--- config.mk ---
export PLATFORM = sky130hd
export DESIGN_NAME = pipelined_control_unit
export DESIGN_NICKNAME = d
export VERILOG_FILES = /design/src/rtl/pipelined_control_unit.sv
export SDC_FILE = /design/constraint.sdc
export NUM_CORES = 1
export LEC_CHECK = 0
export CORE_MARGIN = 5
export CORE_UTILIZATION = 30
export DETAILED_ROUTE_END_ITERATION = 12
export PLACE_DENSITY = 0.53
export SYNTH_ARGS = -nofsm -noshare
export SYNTH_HDL_FRONTEND = slang
export SYNTH_SLANG_ARGS = --single-unit
--- constraint.sdc ---
create_clock -name clk -period 2.5 [get_ports clk]
set_input_delay 0.625 -clock clk [delete_from_list [all_inputs] [get_ports clk]]
set_output_delay 0.625 -clock clk [all_outputs]
set_load 0.01 [all_outputs]
--- src/rtl/pipelined_control_unit.sv ---
// RV32I pipelined control: decodes in D, carries the control bundle through ID/EX, EX/MEM
// and MEM/WB, and resolves load-use stalls, branch/jump flushes and EX-stage forwarding.
module pipelined_control_unit #(
    parameter int ALU_CTRL_W = 4,
    parameter int REG_ADDR_W = 5,
    parameter int HAZARD_EN  = 1
) (
    input  logic                  clk,
    input  logic                  rst,
    input  logic [6:0]            Op,
    input  logic [2:0]            funct3,
    input  logic [6:0]            funct7,
    input  logic [REG_ADDR_W-1:0] Rs1D,
    input  logic [REG_ADDR_W-1:0] Rs2D,
    input  logic [REG_ADDR_W-1:0] RdD,
    input  logic                  ZeroE,
    output logic [1:0]            ImmSrcD,
    output logic                  ALUSrcE,
    output logic [ALU_CTRL_W-1:0] ALUControlE,
    output logic                  PCSrcE,
    output logic                  MemWriteM,
    output logic [1:0]            ResultSrcW,
    output logic                  RegWriteW,
    output logic [REG_ADDR_W-1:0] RdW,
    output logic [1:0]            ForwardAE,
    output logic [1:0]            ForwardBE,
    output logic                  StallF,
    output logic                  StallD,
    output logic                  FlushD,
    output logic                  FlushE,
    output logic                  IllegalE
);
    localparam logic [6:0] OP_LOAD  = 7'b0000011;
    localparam logic [6:0] OP_STORE = 7'b0100011;
    localparam logic [6:0] OP_R     = 7'b0110011;
    localparam logic [6:0] OP_I     = 7'b0010011;
    localparam logic [6:0] OP_BEQ   = 7'b1100011;
    localparam logic [6:0] OP_JAL   = 7'b1101111;
    localparam bit         HZ       = (HAZARD_EN != 0);

    typedef enum logic [3:0] {
        ALU_ADD = 4'd0,
        ALU_SUB = 4'd1,
        ALU_AND = 4'd2,
        ALU_OR  = 4'd3,
        ALU_XOR = 4'd4,
        ALU_SLT = 4'd5,
        ALU_SLL = 4'd6,
        ALU_SRL = 4'd7,
        ALU_SRA = 4'd8
    } alu_op_t;

    typedef struct packed {
        logic                  reg_write;
        logic [1:0]            result_src;
        logic                  mem_write;
        logic                  branch;
        logic                  jump;
        logic                  alu_src;
        logic                  illegal;
        alu_op_t               alu_ctrl;
        logic [REG_ADDR_W-1:0] rs1;
        logic [REG_ADDR_W-1:0] rs2;
        logic [REG_ADDR_W-1:0] rd;
    } ctrl_t;

    logic    is_r;
    logic    f7_zero;
    logic    f7_alt;
    logic    alu_ok;
    alu_op_t alu_base;
    ctrl_t   dec;
    ctrl_t   ex;

    logic                  reg_write_m;
    logic [1:0]            result_src_m;
    logic [REG_ADDR_W-1:0] rd_m;
    logic                  load_use;

    assign is_r    = (Op == OP_R);
    assign f7_zero = (funct7 == 7'b0000000);
    assign f7_alt  = (funct7 == 7'b0100000);

    // funct7 only qualifies R-type ops and immediate shifts; elsewhere in I-type it is immediate bits.
    always_comb begin
        alu_base = ALU_ADD;
        alu_ok   = 1'b1;
        case (funct3)
            3'b000: begin
                alu_base = (is_r && f7_alt) ? ALU_SUB : ALU_ADD;
                alu_ok   = !is_r || f7_zero || f7_alt;
            end
            3'b001: begin alu_base = ALU_SLL; alu_ok = f7_zero;          end
            3'b010: begin alu_base = ALU_SLT; alu_ok = !is_r || f7_zero; end
            3'b011: begin alu_base = ALU_ADD; alu_ok = 1'b0;             end
            3'b100: begin alu_base = ALU_XOR; alu_ok = !is_r || f7_zero; end
            3'b101: begin
                alu_base = f7_alt ? ALU_SRA : ALU_SRL;
                alu_ok   = f7_zero || f7_alt;
            end
            3'b110: begin alu_base = ALU_OR;  alu_ok = !is_r || f7_zero; end
            default: begin alu_base = ALU_AND; alu_ok = !is_r || f7_zero; end
        endcase
    end

    always_comb begin
        dec     = '0;
        ImmSrcD = 2'b00;
        dec.rs1 = Rs1D;
        dec.rs2 = Rs2D;
        dec.rd  = RdD;
        case (Op)
            OP_LOAD: begin
                dec.reg_write  = 1'b1;
                dec.alu_src    = 1'b1;
                dec.result_src = 2'b01;
            end
            OP_STORE: begin
                ImmSrcD       = 2'b01;
                dec.alu_src   = 1'b1;
                dec.mem_write = 1'b1;
            end
            OP_R, OP_I: begin
                dec.reg_write = alu_ok;
                dec.alu_src   = !is_r;
                dec.alu_ctrl  = alu_ok ? alu_base : ALU_ADD;
            end
            OP_BEQ: begin
                ImmSrcD      = 2'b10;
                dec.branch   = 1'b1;
                dec.alu_ctrl = ALU_SUB;
            end
            OP_JAL: begin
                ImmSrcD        = 2'b11;
                dec.reg_write  = 1'b1;
                dec.result_src = 2'b10;
                dec.jump       = 1'b1;
            end
            default: dec.illegal = 1'b1;
        endcase
    end

    // A flushed ID/EX entry is an all-zero bubble: no writes, no branch, no forwarding source.
    always_ff @(posedge clk or posedge rst) begin
        if (rst) begin
            ex <= '0;
        end else if (FlushE) begin
            ex <= '0;
        end else begin
            ex <= dec;
        end
    end

    always_ff @(posedge clk or posedge rst) begin
        if (rst) begin
            reg_write_m  <= 1'b0;
            result_src_m <= 2'b00;
            MemWriteM    <= 1'b0;
            rd_m         <= '0;
            RegWriteW    <= 1'b0;
            ResultSrcW   <= 2'b00;
            RdW          <= '0;
        end else begin
            reg_write_m  <= ex.reg_write;
            result_src_m <= ex.result_src;
            MemWriteM    <= ex.mem_write;
            rd_m         <= ex.rd;
            RegWriteW    <= reg_write_m;
            ResultSrcW   <= result_src_m;
            RdW          <= rd_m;
        end
    end

    assign ALUSrcE  = ex.alu_src;
    assign IllegalE = ex.illegal;
    assign PCSrcE   = (ex.branch & ZeroE) | ex.jump;

    always_comb begin
        ALUControlE      = '0;
        ALUControlE[3:0] = ex.alu_ctrl;
    end

    assign load_use = (ex.result_src == 2'b01) && ex.reg_write && (ex.rd != '0)
                      && ((ex.rd == Rs1D) || (ex.rd == Rs2D));

    // A taken branch/jump discards the stalled instruction anyway, so the flush masks the stall.
    assign StallF = HZ && load_use && !PCSrcE;
    assign StallD = HZ && load_use && !PCSrcE;
    assign FlushD = HZ && PCSrcE;
    assign FlushE = HZ && (load_use || PCSrcE);

    assign ForwardAE = !HZ ? 2'b00 :
                       (reg_write_m && (rd_m != '0) && (rd_m == ex.rs1)) ? 2'b10 :
                       (RegWriteW && (RdW != '0) && (RdW == ex.rs1))     ? 2'b01 : 2'b00;
    assign ForwardBE = !HZ ? 2'b00 :
                       (reg_write_m && (rd_m != '0) && (rd_m == ex.rs2)) ? 2'b10 :
                       (RegWriteW && (RdW != '0) && (RdW == ex.rs2))     ? 2'b01 : 2'b00;

    logic unused_src_m;
    assign unused_src_m = ^result_src_m;

endmodule

Word level (Yosys, flattened, before mapping)
Cells that the tools add are included.
{"block": "classes", "eq_ne": 20, "mux": 19, "bitwise": 2, "reduce_logical": 27}
{"op": "$eq A5 B5 Y1", "n": 6}
{"op": "$pmux W4 S7", "n": 1}
{"op": "$mux W27", "n": 1}
{"op": "$eq A7 B6 Y1 const B", "n": 3}
{"op": "$reduce_bool A5 Y1", "n": 3}
{"op": "$eq A7 B7 Y1 const B", "n": 2}
{"op": "$logic_and A1 B1 Y1", "n": 11}
{"op": "$eq A3 B3 Y1 const B", "n": 3}
{"op": "$mux W4", "n": 2}
{"op": "$pmux W4 S2", "n": 1}
{"op": "$eq A7 B2 Y1 const B", "n": 1}
{"op": "$eq A7 B5 Y1 const B", "n": 1}
{"op": "$logic_not A7 Y1", "n": 1}
{"op": "$mux W1", "n": 7}
{"op": "$eq A3 B2 Y1 const B", "n": 2}
{"op": "$pmux W2 S3", "n": 1}
{"op": "$reduce_or A2 Y1", "n": 3}
{"op": "$reduce_or A6 Y1", "n": 1}
{"op": "$logic_or A1 B1 Y1", "n": 5}
{"op": "$mux W2", "n": 2}
{"op": "$pmux W1 S2", "n": 2}
{"op": "$pmux W1 S4", "n": 1}
{"op": "$pmux W2 S2", "n": 1}
{"op": "$eq A3 B1 Y1 const B", "n": 1}
{"op": "other kinds (5)", "n": 6}
{"block": "word_totals", "register_bits": 44, "in_bits": 35, "output_inout_bits": 26, "elab_cells": 86}

Logic depth before layout (Yosys ltp)
{"block": "logic_depth", "ltp_word": 8, "mapped_depth": 7, "ltp_nobuf": 6}

Worst setup path before layout
OpenSTA, ideal clock, no wires.
{"block": "synth_path", "kind": "reg2out", "startpoint": "register rd_m[1]", "endpoint": "output port ForwardAE[0]", "t_arrival_ns": 1.692, "path_slack_ns": 0.183, "path_stages_with_launch": 5, "path_buffers": 0, "path_cell_list": "dfrtp_1 > or4_1 > o21ai_0 > nor4_1 > nor4_1"}
{"block": "synth_between", "elab_chain_len": 4, "word_cells_on_any_way": 5}
{"element": "start, declared", "line": "77", "rtl": "logic [REG_ADDR_W-1:0] rd_m;"}
{"element": "start signal, assigned", "line": "167", "rtl": "rd_m <= ex.rd;"}
{"element": "$reduce_bool A5 Y1", "line": "193", "rtl": "(reg_write_m && (rd_m != '0) && (rd_m == ex.rs1)) ? 2'b10 :"}
{"element": "$logic_and A1 B1 Y1", "line": "193"}
{"element": "$logic_and A1 B1 Y1 *", "line": "193"}
{"element": "$mux W2 *", "line": "193"}
{"element": "end, declared", "line": "25", "rtl": "output logic [1:0] ForwardAE,"}
Mark *: on every way between the ends. The rest lies on a longest branch, timed or not.

Worst setup path after layout
{"block": "layout_path", "startpoint": "register RdW[1]", "endpoint": "output port ForwardBE[0]"}
{"block": "layout_between", "elab_chain_len": 5, "word_cells_on_any_way": 6}
{"element": "start, declared", "line": "24", "rtl": "output logic [REG_ADDR_W-1:0] RdW,"}
{"element": "start signal, assigned", "line": "170", "rtl": "RdW <= rd_m;"}
{"element": "$reduce_bool A5 Y1", "line": "197", "rtl": "(RegWriteW && (RdW != '0) && (RdW == ex.rs2)) ? 2'b01 : 2'b00;"}
{"element": "$logic_and A1 B1 Y1", "line": "197"}
{"element": "$logic_and A1 B1 Y1 *", "line": "197"}
{"element": "$mux W1 *", "line": "197"}
{"element": "$mux W2 *", "line": "196", "rtl": "(reg_write_m && (rd_m != '0) && (rd_m == ex.rs2)) ? 2'b10 :"}
{"element": "end, declared", "line": "26", "rtl": "output logic [1:0] ForwardBE,"}
Marks and branches as above.

==> impl_metrics.env <==
export IMPL_dpl_cell_count=329
export IMPL_finalHoldViolations=0
export IMPL_vias=1597
export IMPL_grt_use_met1_pct=13.77
export IMPL_worstMarginPinSlew_ps=538.3
export IMPL_die_y_um=90.69
export IMPL_rows=29
export IMPL_cts_max_path_buffers=2
export IMPL_portBuffers=60
export IMPL_core_area_um2=6350
export IMPL_postRouteWirelength_um=4741
export IMPL_start_util_pct=30.76
export IMPL_viasPerCell=4.537
export IMPL_cap_violations=0
export IMPL_critPathCaptureType="output port"
export IMPL_powerDensity_nw_per_um2=475.3
export IMPL_die_w_um=90.69
export IMPL_fillers=597
export IMPL_hold_path_class="flip-flop to flip-flop"
export IMPL_drt_first_pass_iters=4
export IMPL_grt_max_degree=44
export IMPL_grt_pass1_vias=1690
export IMPL_synth_cell_types=33
export IMPL_track_usage_pct=11.98
export IMPL_synth_seq_cells=43
export IMPL_syn_nets=209
export IMPL_cp_start_kind="flip-flop"
export IMPL_yosys_top_cells_area="dfrtp_1, xnor2_1, xor2_1"
export IMPL_rsz0062_at_grt="yes"
export IMPL_worst_clock_skew_ps=7.323
export IMPL_peakVddDrop_mv=0.2420
export IMPL_clkLatencyLatePin_ps=290
export IMPL_fin_ws_ps=-16.47
export IMPL_failed_checks="negative setup slack"
export IMPL_met3_usage_pct=4.250
export IMPL_ios=61
export IMPL_grt_util_met2_pct=20.34
export IMPL_crit_required_ps=1880
export IMPL_overflow=0
export IMPL_design_area_um2=3087
export IMPL_synthToLayoutAreaGrowth_pct=58.04
export IMPL_synth_top_area_share_pct=55.09
export IMPL_grt_pass1_wl_um=7948
export IMPL_power_mw=1.467
export IMPL_cts_hold_buffers=0
export IMPL_clock_root_buffer="clkbuf_8"
export IMPL_slew_viol_final=0
export IMPL_h_tree_depth=2
export IMPL_drt_wirelength_per_cell_um=13.47
export IMPL_critPathKind="flip-flop to output port"
export IMPL_slew_headroom_pct=64.11
export IMPL_nets=309
export IMPL_drc=0
export IMPL_cts_sinks=43
export IMPL_gp_congestion=0.7946
export IMPL_power_leakage_nw=1.395
export IMPL_fin_crit_ps=2516
export IMPL_gr_max_usage_layer="met2"
export IMPL_status="finished, violations left"
export IMPL_seq_area_frac_synth_pct=55.09
export IMPL_fin_setup_tns_ps=-16.47
export IMPL_final_cells=352
export IMPL_cts_buffers=5
export IMPL_min_period_over_period_pct=100.7
export IMPL_yosysTopAreaCell="dfrtp_1"
export IMPL_setup_viol=1
export IMPL_antenna_found_initial=1
export IMPL_drive_above_1_share_pct=32.12
export IMPL_fin_hold_ws_ps=351.8
export IMPL_netlist_area_um2=1953
export IMPL_timing_fmax_mhz=397.4
export IMPL_dieArea_um2=8224
export IMPL_syn_inst=174
export IMPL_clkTransAtPathRegs_ps=80
export IMPL_path_max_fanout=3
export IMPL_cts_tree="built"
export IMPL_ant_nets=0
export IMPL_place_hpwl_um=3488
export IMPL_cp_arrival_ps=1890
export IMPL_drt_iter0_drc=34
export IMPL_ys_warn_count=0
export IMPL_postPlaceCellArea_um2=2784
export IMPL_postSynthAreaPerCell_um2=11.22
[synth_stat cells, drive strengths merged]
cell type	instances
and3	2
or3	2
o21ai	5
clkbuf	2
nor4b	1
a21oi	4
a2111oi	1
buf	8
dfrtp	43
or4	5
a21o	1
nor4	7
nor3	5
o22ai	3
inv	4
o31ai	1
nor2	6
a211oi	2
o21a	1
a221oi	1
xnor2	16
nand2	14
nand2b	1
xor2	15
nand3	6
a31oi	1
a21boi	1
and2	16
[per-stage QoR]
step / utilization (%) / worst slack, ps
after global placement: 43.84 / -564.4
after global routing: 48.61 / -104.1
final: 48.61 / -16.47
after CTS: 46.80 / -37.46
after floorplan: - / 183.1
after detailed placement: 43.84 / -606.1
[cell usage in the layout (no fill, tap or decap), types with 2 or more instances in the layout]
master,synthesis,final
nand3_1,6,5
clkbuf_2,1,6
and2_1,16,16
nor2_1,6,6
and3_2,2,2
nor3_1,5,4
nand2_1,13,12
or4_1,5,2
a21oi_1,4,2
dfrtp_1,43,43
o21ai_0,5,3
xnor2_2,0,2
inv_1,3,2
a21oi_2,0,2
or4_4,0,3
o22ai_1,3,2
clkdlybuf4s50_1,0,32
or3_4,0,2
nor4_1,5,2
buf_2,0,5
a211oi_1,2,2
clkbuf_8,0,5
buf_6,2,6
buf_4,6,39
xor2_1,15,15
xnor2_1,16,14
dlygate4sd2_1,0,13
nor4_4,0,4
[cell families after synthesis]
| group | after synthesis | synth area share (%) |
|---|---|---|
| simple gates | 65 | 18.90 |
| compound gates | 21 | 7.431 |
| xor+xnor | 31 | 13.90 |
| buf+inv | 14 | 4.676 |
| flops | 43 | 55.09 |
[registers in the layout (all words and copies together), names as in the netlist]
register      count
reg_write_m       1
result_src_m      2
IllegalE          1
ALUSrcE           1
ResultSrcW        2
rd_m              5
ex               20
MemWriteM         1
ALUControlE       4
RegWriteW         1
RdW               5
[metal layers]
metal	share of wire (%)	vias to the layer above
met5	0	-
met2	51	56
met4	2.3	0
met3	8.6	9
met1	38	743
li1	-	789
[cell type report]
cell class              count  area, um2  area share [%]
diodes                      1      2.502         0.08107
clock buffers               6      72.57           2.351
clock inverters             1      30.03          0.9728
inverters                   4      15.01          0.4864
multi-input cells         117      922.1           29.87
flip-flops and latches     43       1076           34.86
well taps                  77      96.34           3.121
repair buffers            103      872.1           28.25
[critical path, stage by stage (launching register included)]
cell and delay, ps:
dfrtp_1 420, or4_4 160, o21ai_2 50, or4_4 550, nor4_4 260, buf_2 170
[path summary, 6_finish.rpt]
| kind | startpoint | end | slack [ps] | depth (start not counted) |
|---|---|---|---|---|
| max | RdW[1]$_DFF_PP0_ | ForwardBE[0] | -20 | 5 |
| min | ex[23]$_DFF_PP0_ | MemWriteM$_DFF_PP0_ | 350 | 0 |
| max reg2reg | ex[1]$_DFF_PP0_ | ALUControlE[2]$_DFF_PP0_ | 680 | 6 |
| min reg2reg | ex[23]$_DFF_PP0_ | MemWriteM$_DFF_PP0_ | 350 | 0 |
| max in group asynchronous | rst | ALUControlE[1]$_DFF_PP0_ | 1350 | 3 |
| min in group asynchronous | rst | ResultSrcW[0]$_DFF_PP0_ | 780 | 3 |
[power by group]
group          switching [mW]  internal, mW  total (mW)  leakage (nW)
sequential             0.0246         0.720       0.745         0.538
clock                   0.214         0.293       0.506        0.0513
combinational          0.0944         0.122       0.216         0.805
[timing repair]
| action | 4_1_cts | 5_1_grt |
|---|---|---|
| setup endpoints to repair | 11 | 9 |
| cloned | 0 | 0 |
| resized for setup | 62 | 35 |
| setup buffers | 12 | 3 |
| pin swaps | 18 | 12 |
Note: power is estimated with default switching activity, not from simulation.
